### config.mk
export PLATFORM = sky130hd
export DESIGN_NAME = tlul_host_arb
export DESIGN_NICKNAME = d
export VERILOG_FILES = /design/src/rtl/tlul_host_arb.sv
export SDC_FILE = /design/constraint.sdc
export NUM_CORES = 1
export LEC_CHECK = 0
export BUFFER_PORTS_ARGS = -buffer_cell sky130_fd_sc_hd__buf_2
export CORE_AREA = 2 2 164 166
export CTS_CLUSTER_SIZE = 8
export DETAILED_ROUTE_END_ITERATION = 12
export DIE_AREA = 0 0 166 168
export PLACE_DENSITY = 0.41
export SLEW_MARGIN = 25
export SYNTH_ARGS = -nofsm -noshare
export SYNTH_HDL_FRONTEND = slang
export SYNTH_SLANG_ARGS = --single-unit
### constraint.sdc
create_clock -name clk_i -period 2.5 [get_ports clk_i]
set_clock_uncertainty 0.05 [all_clocks]
set_input_delay 0.5 -clock clk_i [delete_from_list [all_inputs] [get_ports clk_i]]
set_output_delay 0.5 -clock clk_i [all_outputs]
set_load 0.1 [all_outputs]
### src/rtl/tlul_host_arb.sv
// Two-host TL-UL arbiter: shares one device port between the instruction (host 0)
// and data (host 1) adapters with grant locking, source tagging and outstanding limits.

package tlul_host_arb_pkg;

    typedef struct packed {
        logic        a_valid;
        logic [2:0]  a_opcode;
        logic [2:0]  a_param;
        logic [1:0]  a_size;
        logic [7:0]  a_source;
        logic [31:0] a_address;
        logic [3:0]  a_mask;
        logic [31:0] a_data;
        logic        d_ready;
    } tl_h2d_t;

    typedef struct packed {
        logic        d_valid;
        logic [2:0]  d_opcode;
        logic [2:0]  d_param;
        logic [1:0]  d_size;
        logic [7:0]  d_source;
        logic        d_sink;
        logic [31:0] d_data;
        logic        d_error;
        logic        a_ready;
    } tl_d2h_t;

endpackage

module tlul_host_arb
    import tlul_host_arb_pkg::*;
#(
    parameter int unsigned MaxOutstanding = 2,
    parameter int unsigned TagBit         = 7,
    parameter logic        Host0Prio      = 1'b0
) (
    input  logic       clk_i,
    input  logic       rst_i,
    input  tl_h2d_t    tl_h0_i,
    output tl_d2h_t    tl_h0_o,
    input  tl_h2d_t    tl_h1_i,
    output tl_d2h_t    tl_h1_o,
    output tl_h2d_t    tl_dev_o,
    input  tl_d2h_t    tl_dev_i,
    output logic [2:0] cnt_h0_o,
    output logic [2:0] cnt_h1_o,
    output logic       err_o
);

    typedef enum logic [1:0] {
        ST_IDLE    = 2'd0,
        ST_LOCK_H0 = 2'd1,
        ST_LOCK_H1 = 2'd2
    } arb_state_e;

    localparam logic [2:0] MaxCnt = 3'(MaxOutstanding);

    arb_state_e state_r, state_next_s;
    logic       rr_r, rr_next_s;
    logic [2:0] cnt_h0_r, cnt_h1_r;
    logic       err_r;

    logic       elig_h0_s, elig_h1_s;
    logic       gnt_valid_s, gnt_host_s;
    tl_h2d_t    gnt_req_s;
    tl_d2h_t    d_rsp_s;
    logic       a_hs_s, d_dst_s, d_hs_s;
    logic       inc_h0_s, inc_h1_s, dec_h0_s, dec_h1_s;
    logic       orphan_s, tag_err_s;

    // Saturating up/down step; simultaneous inc and dec cancel out.
    function automatic logic [2:0] cnt_update(input logic [2:0] cur,
                                              input logic       inc,
                                              input logic       dec);
        logic [2:0] nxt;
        case ({inc, dec})
            2'b10:   nxt = (cur < MaxCnt) ? cur + 3'd1 : cur;
            2'b01:   nxt = (cur != 3'd0) ? cur - 3'd1 : cur;
            default: nxt = cur;
        endcase
        return nxt;
    endfunction

    // Grant selection: a locked grant wins outright, otherwise rr/priority among eligible hosts.
    always_comb begin
        elig_h0_s   = tl_h0_i.a_valid && (cnt_h0_r < MaxCnt);
        elig_h1_s   = tl_h1_i.a_valid && (cnt_h1_r < MaxCnt);
        gnt_valid_s = 1'b0;
        gnt_host_s  = 1'b0;
        if (rst_i) begin
            gnt_valid_s = 1'b0;
        end else begin
            case (state_r)
                ST_IDLE: begin
                    if (elig_h0_s && elig_h1_s) begin
                        gnt_valid_s = 1'b1;
                        gnt_host_s  = Host0Prio ? 1'b0 : rr_r;
                    end else if (elig_h0_s) begin
                        gnt_valid_s = 1'b1;
                        gnt_host_s  = 1'b0;
                    end else if (elig_h1_s) begin
                        gnt_valid_s = 1'b1;
                        gnt_host_s  = 1'b1;
                    end else begin
                        gnt_valid_s = 1'b0;
                    end
                end
                ST_LOCK_H0: begin
                    gnt_valid_s = 1'b1;
                    gnt_host_s  = 1'b0;
                end
                ST_LOCK_H1: begin
                    gnt_valid_s = 1'b1;
                    gnt_host_s  = 1'b1;
                end
                default: gnt_valid_s = 1'b0;
            endcase
        end
    end

    assign gnt_req_s = gnt_host_s ? tl_h1_i : tl_h0_i;
    assign a_hs_s    = gnt_valid_s && gnt_req_s.a_valid && tl_dev_i.a_ready;
    assign d_dst_s   = tl_dev_i.d_source[TagBit];
    assign d_hs_s    = !rst_i && tl_dev_i.d_valid &&
                       (d_dst_s ? tl_h1_i.d_ready : tl_h0_i.d_ready);

    // Next arbiter state: hold an issued-but-unaccepted request until its handshake.
    always_comb begin
        state_next_s = state_r;
        rr_next_s    = rr_r;
        if (a_hs_s) begin
            state_next_s = ST_IDLE;
            rr_next_s    = ~gnt_host_s;
        end else if (gnt_valid_s && gnt_req_s.a_valid) begin
            state_next_s = gnt_host_s ? ST_LOCK_H1 : ST_LOCK_H0;
        end else begin
            state_next_s = state_r;
        end
    end

    // Device-side request mux with the host index stamped into the source tag.
    always_comb begin
        tl_dev_o = '0;
        if (gnt_valid_s) begin
            tl_dev_o                  = gnt_req_s;
            tl_dev_o.a_source[TagBit] = gnt_host_s;
        end else begin
            tl_dev_o = '0;
        end
        tl_dev_o.d_ready = !rst_i && (d_dst_s ? tl_h1_i.d_ready : tl_h0_i.d_ready);
    end

    // Response routing by tag bit plus per-host A-channel ready.
    always_comb begin
        tl_h0_o                  = '0;
        tl_h1_o                  = '0;
        d_rsp_s                  = tl_dev_i;
        d_rsp_s.d_source[TagBit] = 1'b0;
        d_rsp_s.d_valid          = tl_dev_i.d_valid && !rst_i;
        d_rsp_s.a_ready          = 1'b0;
        if (d_dst_s) begin
            tl_h1_o = d_rsp_s;
        end else begin
            tl_h0_o = d_rsp_s;
        end
        tl_h0_o.a_ready = gnt_valid_s && !gnt_host_s && tl_dev_i.a_ready;
        tl_h1_o.a_ready = gnt_valid_s &&  gnt_host_s && tl_dev_i.a_ready;
    end

    assign inc_h0_s  = a_hs_s && !gnt_host_s;
    assign inc_h1_s  = a_hs_s &&  gnt_host_s;
    assign dec_h0_s  = d_hs_s && !d_dst_s;
    assign dec_h1_s  = d_hs_s &&  d_dst_s;
    assign orphan_s  = (dec_h0_s && (cnt_h0_r == 3'd0)) || (dec_h1_s && (cnt_h1_r == 3'd0));
    assign tag_err_s = (tl_h0_i.a_valid && tl_h0_i.a_source[TagBit]) ||
                       (tl_h1_i.a_valid && tl_h1_i.a_source[TagBit]);

    // Arbiter state, round-robin pointer, outstanding counters and sticky error.
    always_ff @(posedge clk_i) begin
        if (rst_i) begin
            state_r  <= ST_IDLE;
            rr_r     <= 1'b0;
            cnt_h0_r <= 3'd0;
            cnt_h1_r <= 3'd0;
            err_r    <= 1'b0;
        end else begin
            state_r  <= state_next_s;
            rr_r     <= rr_next_s;
            cnt_h0_r <= cnt_update(cnt_h0_r, inc_h0_s, dec_h0_s);
            cnt_h1_r <= cnt_update(cnt_h1_r, inc_h1_s, dec_h1_s);
            err_r    <= err_r | orphan_s | tag_err_s;
        end
    end

    assign cnt_h0_o = cnt_h0_r;
    assign cnt_h1_o = cnt_h1_r;
    assign err_o    = err_r;

endmodule

==> results.json, run 1 <==
{
  "synth_cell_type_count": 38,
  "worstSetupPathType": "reg -> out",
  "netSwitchingFraction_pct": 58.51,
  "via_per_inst": 3.851,
  "place_congestion": 0.7889,
  "multi_input_area_um2": 2741,
  "power_mw": 4.116,
  "portBuffers": 420,
  "min-delay-start": "rr_r$_SDFFE_PP0N_",
  "ir_worst_vdd_mv": 0.2524,
  "cts_tree": "built",
  "internal_power_mw": 1.708,
  "grt-ovfl-total": 0,
  "timing.slew.headroom_pct": 65.68,
  "syn_to_final_growth_pct": 276.0,
  "row_count": 60,
  "power_frac_clock_pct": 6.9,
  "p_switching_mw": 2.409,
  "r2r_start": "state_r[0]$_SDFFE_PP0N_",
  "pwr-share-seq_pct": 4.1,
  "dieArea_um2": 27890,
  "tightestPinTransition_ps": 518.4,
  "initial_core_util_pct": 8.628,
  "grt_pass1_vias": 4433,
  "numCtsBuffers": 3,
  "syn_inst": 310,
  "cts.sinks": 10,
  "yosys.area.top_type": "a22o_1",
  "finalCritPeriodShare_pct": 112.1,
  "crit_path_end_kind": "primary output",
  "failed_checks": "negative setup slack",
  "fin_ws_ps": -303.5,
  "p_leak_nw": 4.156,
  "cp_max_fo": 18,
  "combPwrFrac_pct": 89.0,
  "ios": 423,
  "r2r_slack_ps": -200,
  "antenna_found_initial": 7,
  "powerDensity_nw_per_um2": 481.5,
  "synthTopCellsByCount": "83 x a22o_1, 51 x and2_1, 49 x nor2b_1",
  "nets": 1007,
  "synth_seq_area_share_pct": 8.806,
  "yosys-top-cells-area": "a22o_1 32%, and2_1 14%, nor2b_1 13%",
  "netlist_area_um2": 2273,
  "drv_slew": 0,
  "maxCapViolCount": 0,
  "core-area_um2": 26350,
  "ctsRootBufferMaster": "clkbuf_16",
  "regArea_um2": 219.0,
  "num_vias": 4309,
  "clk_pin_slew_ps": 40,
  "hp-class": "reg -> reg",
  "dp_hpwl_um": 17280,
  "outcome": "finished, violations left",
  "synth-edff-count": 0,
  "avgSynthCellArea_um2": 7.334,
  "ys.flop_type": "dfxtp_1",
  "cp-start-kind": "flop",
  "r2r-end": "cnt_h0_o[2]$_SDFFE_PP0P_",
  "rsz0062_at_grt": "yes",
  "ys_warn_count": 0,
  "synth_seq_cells": 10,
  "dr.pass1.iters": 5,
  "die_w_um": 166,
  "drt_iter0_drc": 116,
  "grt_pass1_wl_um": 27820,
  "crit_end": "tl_dev_o[51]",
  "worstPathArrival_ps": 2250,
  "r2r_cells": 14,
  "ctsHtreeMaxLevel": 1,
  "drc": 0,
  "yosysTopAreaCellShare_pct": 31.98,
  "wire_per_inst_um": 17.52,
  "design_area_um2": 8548,
  "place_area_um2": 7993,
  "drt-total-wl_um": 19610,
  "fin_crit_ps": 2803,
  "setup_violations": 91,
  "yosysMostFrequentCell": "a22o_1",
  "worst_ep_required_time_ps": 1950,
  "clk_latency_ps": 240,
  "die_h_um": 168,
  "fmax_mhz": 356.7,
  "drive_gt1_share_pct": 86.69,
  "hold_viol": 0,
  "fill_cells": 2695,
  "grt_use_total_pct": 13.14,
  "fin_tns_setup_ps": -22720,
  "crit_start": "rr_r$_SDFFE_PP0N_",
  "ant_nets": 0,
  "synth-async-reset-ratio_pct": 0,
  "grt_max_degree": 85,
  "clk_path_buf_depth": 2
}
[routing by layer]
metal / share of wire [%] / global-route usage, % / wire, um / vias to the layer above
li1: - / - / - / 2070
met1: 34 / 13.31 / 6760 / 1959
met2: 56 / 26.93 / 10960 / 266
met3: 8.2 / 3.597 / 1602 / 14
met4: 1.5 / 1.966 / 286 / 0
met5: 0 / 0 / 0 / -
[worst max-delay path: stages, from the launching register on]
cell and delay, ps:
dfxtp_2 320, or4b_4 570, a21o_4 240, nor3_4 180, buf_12 190, buf_12 160, a22o_2 180, buf_12 170
[registers in the layout, indices dropped and copies added (netlist names)]
| register | flops |
|---|---|
| state_r | 2 |
| err_o | 1 |
| cnt_h0_o | 3 |
| cnt_h1_o | 3 |
| rr_r | 1 |
[area by class of cell]
type / count / share of cell area (%)
repair buffers: 493 / 59.12
well taps: 341 / 4.991
inverters: 6 / 0.2635
multi-input cells: 262 / 32.07
diodes: 4 / 0.1171
flip-flops and latches: 10 / 2.561
clock buffers: 3 / 0.8782
[how the worst min path moves through the flow]
stage / to / cells past startpoint / slack [ps]
after floorplan: rr_r$_SDFFE_PP0N_ / 1 / 400
after global placement: rr_r$_SDFFE_PP0N_ / 1 / 450
after detailed placement: rr_r$_SDFFE_PP0N_ / 1 / 450
after CTS: rr_r$_SDFFE_PP0N_ / 1 / 430
after global routing: rr_r$_SDFFE_PP0N_ / 1 / 440
final: rr_r$_SDFFE_PP0N_ / 1 / 430
[cells by family (layout without fill, tap and decap cells)]
| kind of cell | count (synthesis) | after routing | synth area share [%] |
|---|---|---|---|
| AND/OR/NAND/NOR | 141 | 141 | 37.64 |
| AO/OA/AOI/OAI | 104 | 104 | 39.74 |
| buffers and inverters | 39 | 502 | 6.769 |
| flip-flops | 10 | 10 | 8.806 |
| adder cells (fa/ha/maj) | 5 | 5 | 2.752 |
| XOR/XNOR | 5 | 5 | 1.927 |
| multiplexers | 5 | 5 | 2.202 |
| other | 1 | 6 | 0.1649 |
[layout by cell type, fill, tap and decap left out, types with 4 or more instances in the layout]
master / count
inv_1: 4
buf_6: 17
nor2b_2: 49
buf_16: 5
and2_2: 10
dfxtp_4: 4
mux2i_1: 4
a21oi_1: 6
buf_4: 44
buf_2: 277
nand2_1: 5
buf_12: 147
a22o_2: 23
nor2_1: 12
a22o_4: 60
diode_2: 4
clkbuf_16: 5
and2_1: 40
[through the flow]
step           utilization (%)  cells  hold slack (ps)  setup WS (ps)
2_1_floorplan                -    311            400.5         -489.9
3_3_place_gp             30.33   1096            445.0         -404.5
3_5_place_dp             30.33   1096            449.9         -354.8
4_1_cts                  31.90   1110            433.6         -297.2
5_1_grt                  32.43   1118            444.7         -376.6
6_report                 32.44   1119            429.4         -303.5
[repair_timing]
action / in CTS / in global routing
endpoints found under the setup margin: 90 / 91
setup buffers: 9 / 3
gates cloned: 2 / 2
hold buffers: 0 / 0
pin swaps: 7 / 4
resized for setup: 46 / 10
[power by group through the flow]
stage	sequential, mW	combinational [mW]	clock [mW]
after floorplan	0.201	2.23	0
after global placement	0.172	3.54	0
after detailed placement	0.172	3.54	0
after CTS	0.170	3.65	0.290
after global routing	0.171	3.77	0.298
final	0.170	3.66	0.285
(Power assumes the default switching activity.)
==> run 2: changes to the inputs <==
--- a/config.mk
+++ b/config.mk
@@ -10,7 +10,7 @@
 export CTS_CLUSTER_SIZE = 8
 export DETAILED_ROUTE_END_ITERATION = 12
 export DIE_AREA = 0 0 166 168
-export PLACE_DENSITY = 0.41
+export PLACE_DENSITY = 0.36
 export SLEW_MARGIN = 25
 export SYNTH_ARGS = -nofsm -noshare
 export SYNTH_HDL_FRONTEND = slang
==> results.json, run 2 (synthesis gave the netlist of run 1 again) <==
{
  "grt_max_degree": 99,
  "ios": 423,
  "setup_violations": 91,
  "fill_cells": 2675,
  "worstPathArrival_ps": 2260,
  "clk_path_buf_depth": 2,
  "power_mw": 4.175,
  "syn_to_final_growth_pct": 278.6,
  "hp-class": "reg -> reg",
  "grt_pass1_wl_um": 26650,
  "hold_viol": 0,
  "place_congestion": 0.7484,
  "initial_core_util_pct": 8.628,
  "clk_latency_ps": 240,
  "wire_per_inst_um": 17.18,
  "post-place-cells": 1083,
  "r2r_cells": 11,
  "timing.slew.headroom_pct": 63.85,
  "ir_worst_vdd_mv": 0.2569,
  "drc": 0,
  "worst_ep_required_time_ps": 1950,
  "cp_max_fo": 14,
  "design_area_um2": 8608,
  "grt_pass1_vias": 4339,
  "outcome": "finished, violations left",
  "fin_crit_ps": 2813,
  "grt_use_total_pct": 12.22,
  "hold_path_depth": 1,
  "layoutNonFillerInstCount": 1113,
  "dr.pass1.iters": 4,
  "place_area_um2": 7863,
  "crit_chain": "or4b_4 > buf_6 > nand2_2 > a21oi_4 > buf_4 > clkbuf_16 > a22o_2 > buf_12",
  "maxCapViolCount": 0,
  "rsz0062_at_grt": "yes",
  "failed_checks": "negative setup slack",
  "p_leak_nw": 4.170,
  "antenna_found_initial": 9,
  "layout_commonest_cell": "buf_2",
  "drt_iter0_drc": 91,
  "drive_gt1_share_pct": 87.19,
  "ctsHtreeMaxLevel": 1,
  "die_w_um": 166,
  "fmax_mhz": 355.5,
  "num_vias": 4246,
  "powerDensity_nw_per_um2": 485.0,
  "post-route-util_pct": 32.67,
  "die_h_um": 168,
  "row_count": 60,
  "cts.sinks": 10,
  "drv_slew": 0,
  "worstSetupPathType": "reg -> out",
  "slowest_delay_ps": 550,
  "dp_hpwl_um": 16090,
  "layout_common_cells": "280 x buf_2, 148 x buf_12, 74 x a22o_4",
  "cp-start-kind": "flop",
  "fin_ws_ps": -313.0,
  "cp_slowest_cell": "or4b_4",
  "nets": 997,
  "worst_hold_slack_ps": 467.7,
  "ctsRootBufferMaster": "clkbuf_16",
  "numCtsBuffers": 3,
  "via_per_inst": 3.815,
  "dieArea_um2": 27890,
  "ant_nets": 0,
  "ctsHoldBuffers": 0,
  "cts_tree": "built",
  "core-area_um2": 26350,
  "drt-total-wl_um": 19120,
  "clk_pin_slew_ps": 40,
  "tightestPinTransition_ps": 545.9,
  "crit_path_end_kind": "primary output",
  "grt-ovfl-total": 0,
  "portBuffers": 420,
  "finalCritPeriodShare_pct": 112.5
}
[run 2: area by class of cell]
class / instances / area, um^2 / area share (%)
Antenna cell: 7 / 17.52 / 0.2035
Tap cell: 341 / 426.7 / 4.956
Timing Repair Buffer: 483 / 4959 / 57.60
Multi-Input combinational cell: 262 / 2877 / 33.42
Inverter: 6 / 22.52 / 0.2616
Clock buffer: 4 / 88.84 / 1.032
Sequential cell: 10 / 217.7 / 2.529
[run 2: routing by layer]
layer  part of all wire [%]  wire (um)  GRT usage, %
met2                     53      10100         22.80
met3                    7.2       1384         3.150
met5                      0          0             0
met4                    2.1        409         4.348
met1                     38       7221         13.34
[run 2: power by group]
group | total (mW) | internal [mW] | leakage (nW) | switching (mW)
Clock | 0.321 | 0.241 | 0.0442 | 0.0798
Sequential | 0.169 | 0.164 | 0.0855 | 0.00575
Combinational | 3.68 | 1.35 | 4.04 | 2.34
Total | 4.18 | 1.75 | 4.17 | 2.43
[run 2: through the flow]
stage	TNS [ps]	setup WS (ps)
finish	-23100	-313.0
detailed placement	-27960	-407.9
global route	-30370	-378.2
CTS	-28860	-384.2
floorplan	-24200	-489.9
global placement	-26300	-384.6
[run 2: timing repair]
action,CTS,global route
resized for setup,29,47
setup endpoints to repair,91,91
setup buffers,4,8
pin swaps,12,18
cloned,1,7
[run 2: worst paths after layout]
kind / slack (ps) / from / to
max: -310 / cnt_h0_o[1]$_SDFFE_PP0P_ / tl_dev_o[34]
min: 470 / rr_r$_SDFFE_PP0N_ / rr_r$_SDFFE_PP0N_
max reg2reg: -240 / cnt_h0_o[1]$_SDFFE_PP0P_ / cnt_h0_o[2]$_SDFFE_PP0P_
min reg2reg: 470 / rr_r$_SDFFE_PP0N_ / rr_r$_SDFFE_PP0N_
[run 2: critical path: cells and delay by family, from the launching register on]
kind / cells / cell delay [ps]
buf+inv: 4 / 650
flops: 1 / 340
compound gates: 2 / 390
simple gates: 2 / 630
==> run 3: changes to the inputs <==
--- a/config.mk
+++ b/config.mk
@@ -11,7 +11,9 @@
 export DETAILED_ROUTE_END_ITERATION = 12
 export DIE_AREA = 0 0 166 168
 export PLACE_DENSITY = 0.36
+export RECOVER_POWER = 100
 export SLEW_MARGIN = 25
 export SYNTH_ARGS = -nofsm -noshare
 export SYNTH_HDL_FRONTEND = slang
 export SYNTH_SLANG_ARGS = --single-unit
+export TNS_END_PERCENT = 10
==> results.json, run 3 (synthesis gave the netlist of run 1 again) <==
{
  "tightestPinTransition_ps": 1246,
  "clk_pin_slew_ps": 40,
  "r2r_cells": 13,
  "ctsHoldBuffers": 0,
  "p_switching_mw": 2.414,
  "dp_hpwl_um": 18390,
  "crit_end": "tl_dev_o[52]",
  "netSwitchingFraction_pct": 58.87,
  "cp-start-kind": "flop",
  "worstPathArrival_ps": 2300,
  "rsz0062_at_grt": "yes",
  "grt_pass1_vias": 4381,
  "die_h_um": 168,
  "ios": 423,
  "grt-ovfl-total": 0,
  "portBuffers": 420,
  "timing.slew.headroom_pct": 17.27,
  "drt-total-wl_um": 21200,
  "antenna_found_initial": 12,
  "dieArea_um2": 27890,
  "internal_power_mw": 1.686,
  "power_frac_clock_pct": 7.9,
  "clk_latency_ps": 240,
  "layout_commonest_cell": "buf_2",
  "drv_slew": 0,
  "layout_common_cells": "273 x buf_2, 130 x buf_12, 55 x a22o_4",
  "p_leak_nw": 3.942,
  "cts.sinks": 10,
  "via_per_inst": 3.916,
  "row_count": 60,
  "worstSetupPathType": "reg -> out",
  "cts_tree": "built",
  "worst_path_most_repeated_cell": "buf_12",
  "syn_to_final_growth_pct": 258.5,
  "grt_pass1_wl_um": 29410,
  "initial_core_util_pct": 8.628,
  "die_w_um": 166,
  "pwr-share-seq_pct": 4.1,
  "path_depth": 10,
  "cp_slowest_cell": "dfxtp_2",
  "fin_tns_setup_ps": -28690,
  "place_congestion": 0.7826,
  "hold_viol": 0,
  "ctsRootBufferMaster": "clkbuf_16",
  "dp_slack_ps": -369.3,
  "combPwrFrac_pct": 88.0,
  "critical_path_buf_inv_count": 5,
  "maxCapViolCount": 0,
  "worst_ep_required_time_ps": 1950,
  "cp_max_fo": 20,
  "numCtsBuffers": 3,
  "dr.pass1.iters": 4,
  "crit_chain": "inv_2 > ha_4 > and4bb_2 > buf_4 > o31ai_4 > a21oi_4 > buf_12 > buf_16 > a22o_4 > buf_12",
  "crit_path_end_kind": "primary output",
  "fin_ws_ps": -351.2,
  "power_mw": 4.100,
  "powerDensity_nw_per_um2": 503.1,
  "hp-class": "reg -> reg",
  "grt_max_degree": 85,
  "failed_checks": "negative setup slack",
  "fin_crit_ps": 2851,
  "r2r_start": "state_r[0]$_SDFFE_PP0N_",
  "clk_path_buf_depth": 2,
  "critPathTopFamily": "buffers and inverters",
  "ctsHtreeMaxLevel": 1,
  "ir_worst_vdd_mv": 0.2392,
  "wire_per_inst_um": 18.98,
  "drt_iter0_drc": 72,
  "setup_violations": 91,
  "r2r-end": "cnt_h0_o[2]$_SDFFE_PP0P_",
  "ant_nets": 0,
  "num_vias": 4374,
  "fmax_mhz": 350.7,
  "nets": 1000,
  "grt_use_total_pct": 14.01,
  "drive_gt1_share_pct": 74.48,
  "fill_cells": 2757,
  "slowest_delay_ps": 320,
  "finalCritPeriodShare_pct": 114.0,
  "core-area_um2": 26350,
  "drc": 0,
  "crit_start": "state_r[0]$_SDFFE_PP0N_",
  "r2r_slack_ps": -260,
  "outcome": "finished, violations left"
}
[run 3: cell types whose count changed in the layout (fill, tap and decap cells not counted), moves of 19 or more]
| cell | before | now |
|---|---|---|
| nor2b_1 | 0 | 49 |
| nor2b_2 | 49 | 0 |
| and2_0 | 0 | 31 |
| a22o_1 | 0 | 28 |
| and2_1 | 40 | 19 |
| a22o_4 | 74 | 55 |
[run 3: how the worst min path moves through the flow]
stage                                    to         startpoint  slack, ps  cells past startpoint
after global routing      rr_r$_SDFFE_PP0N_  rr_r$_SDFFE_PP0N_        470                      1
after global placement    rr_r$_SDFFE_PP0N_  rr_r$_SDFFE_PP0N_        420                      1
final                     rr_r$_SDFFE_PP0N_  rr_r$_SDFFE_PP0N_        430                      1
after CTS                 rr_r$_SDFFE_PP0N_  rr_r$_SDFFE_PP0N_        440                      1
after detailed placement  rr_r$_SDFFE_PP0N_  rr_r$_SDFFE_PP0N_        430                      1
after floorplan           rr_r$_SDFFE_PP0N_  rr_r$_SDFFE_PP0N_        400                      1
[run 3: layer usage]
metal / track usage, % / part of all wire, % / wire length (um) / vias up
met1: 15.09 / 37 / 7834 / 2005
met3: 3.385 / 7.6 / 1611 / 25
met2: 27.03 / 53 / 11210 / 275
met5: 0 / 0.12 / 26 / -
met4: 4.045 / 2.5 / 525 / 4
li1: - / - / - / 2065
[run 3: metrics by stage]
stage / std cells / instance area [um^2] / hold slack, ps / util, %
detailed placement: 1085 / 7341 / 430.8 / 27.86
global placement: 1085 / 7341 / 420.3 / 27.86
global route: 1115 / 8145 / 466.4 / 30.91
CTS: 1102 / 7981 / 440.7 / 30.29
floorplan: 311 / 2497 / 400.5 / -
finish: 1117 / 8150 / 430.0 / 30.93
[run 3: power by group through the flow]
stage | registers [mW] | logic (mW) | clock network (mW)
2_1_floorplan | 0.201 | 2.08 | 0
3_3_place_gp | 0.172 | 3.39 | 0
3_5_place_dp | 0.172 | 3.39 | 0
4_1_cts | 0.170 | 3.58 | 0.327
5_1_grt | 0.170 | 3.71 | 0.339
6_report | 0.169 | 3.61 | 0.322
[run 3: layout make-up]
type | count | area [um^2] | share of cell area (%)
diodes | 8 | 20.02 | 0.2456
clock buffers | 4 | 88.84 | 1.090
inverters | 6 | 22.52 | 0.2763
multi-input cells | 262 | 2525 | 30.98
flip-flops and latches | 10 | 217.7 | 2.671
well taps | 341 | 426.7 | 5.235
repair buffers | 486 | 4850 | 59.50
[run 3: what timing repair did]
action                     in CTS  in global routing
gates resized for setup        63                 27
cloned                          4                  4
pin swaps                      22                 39
buffers inserted                9                  4
setup endpoints to repair      91                 91
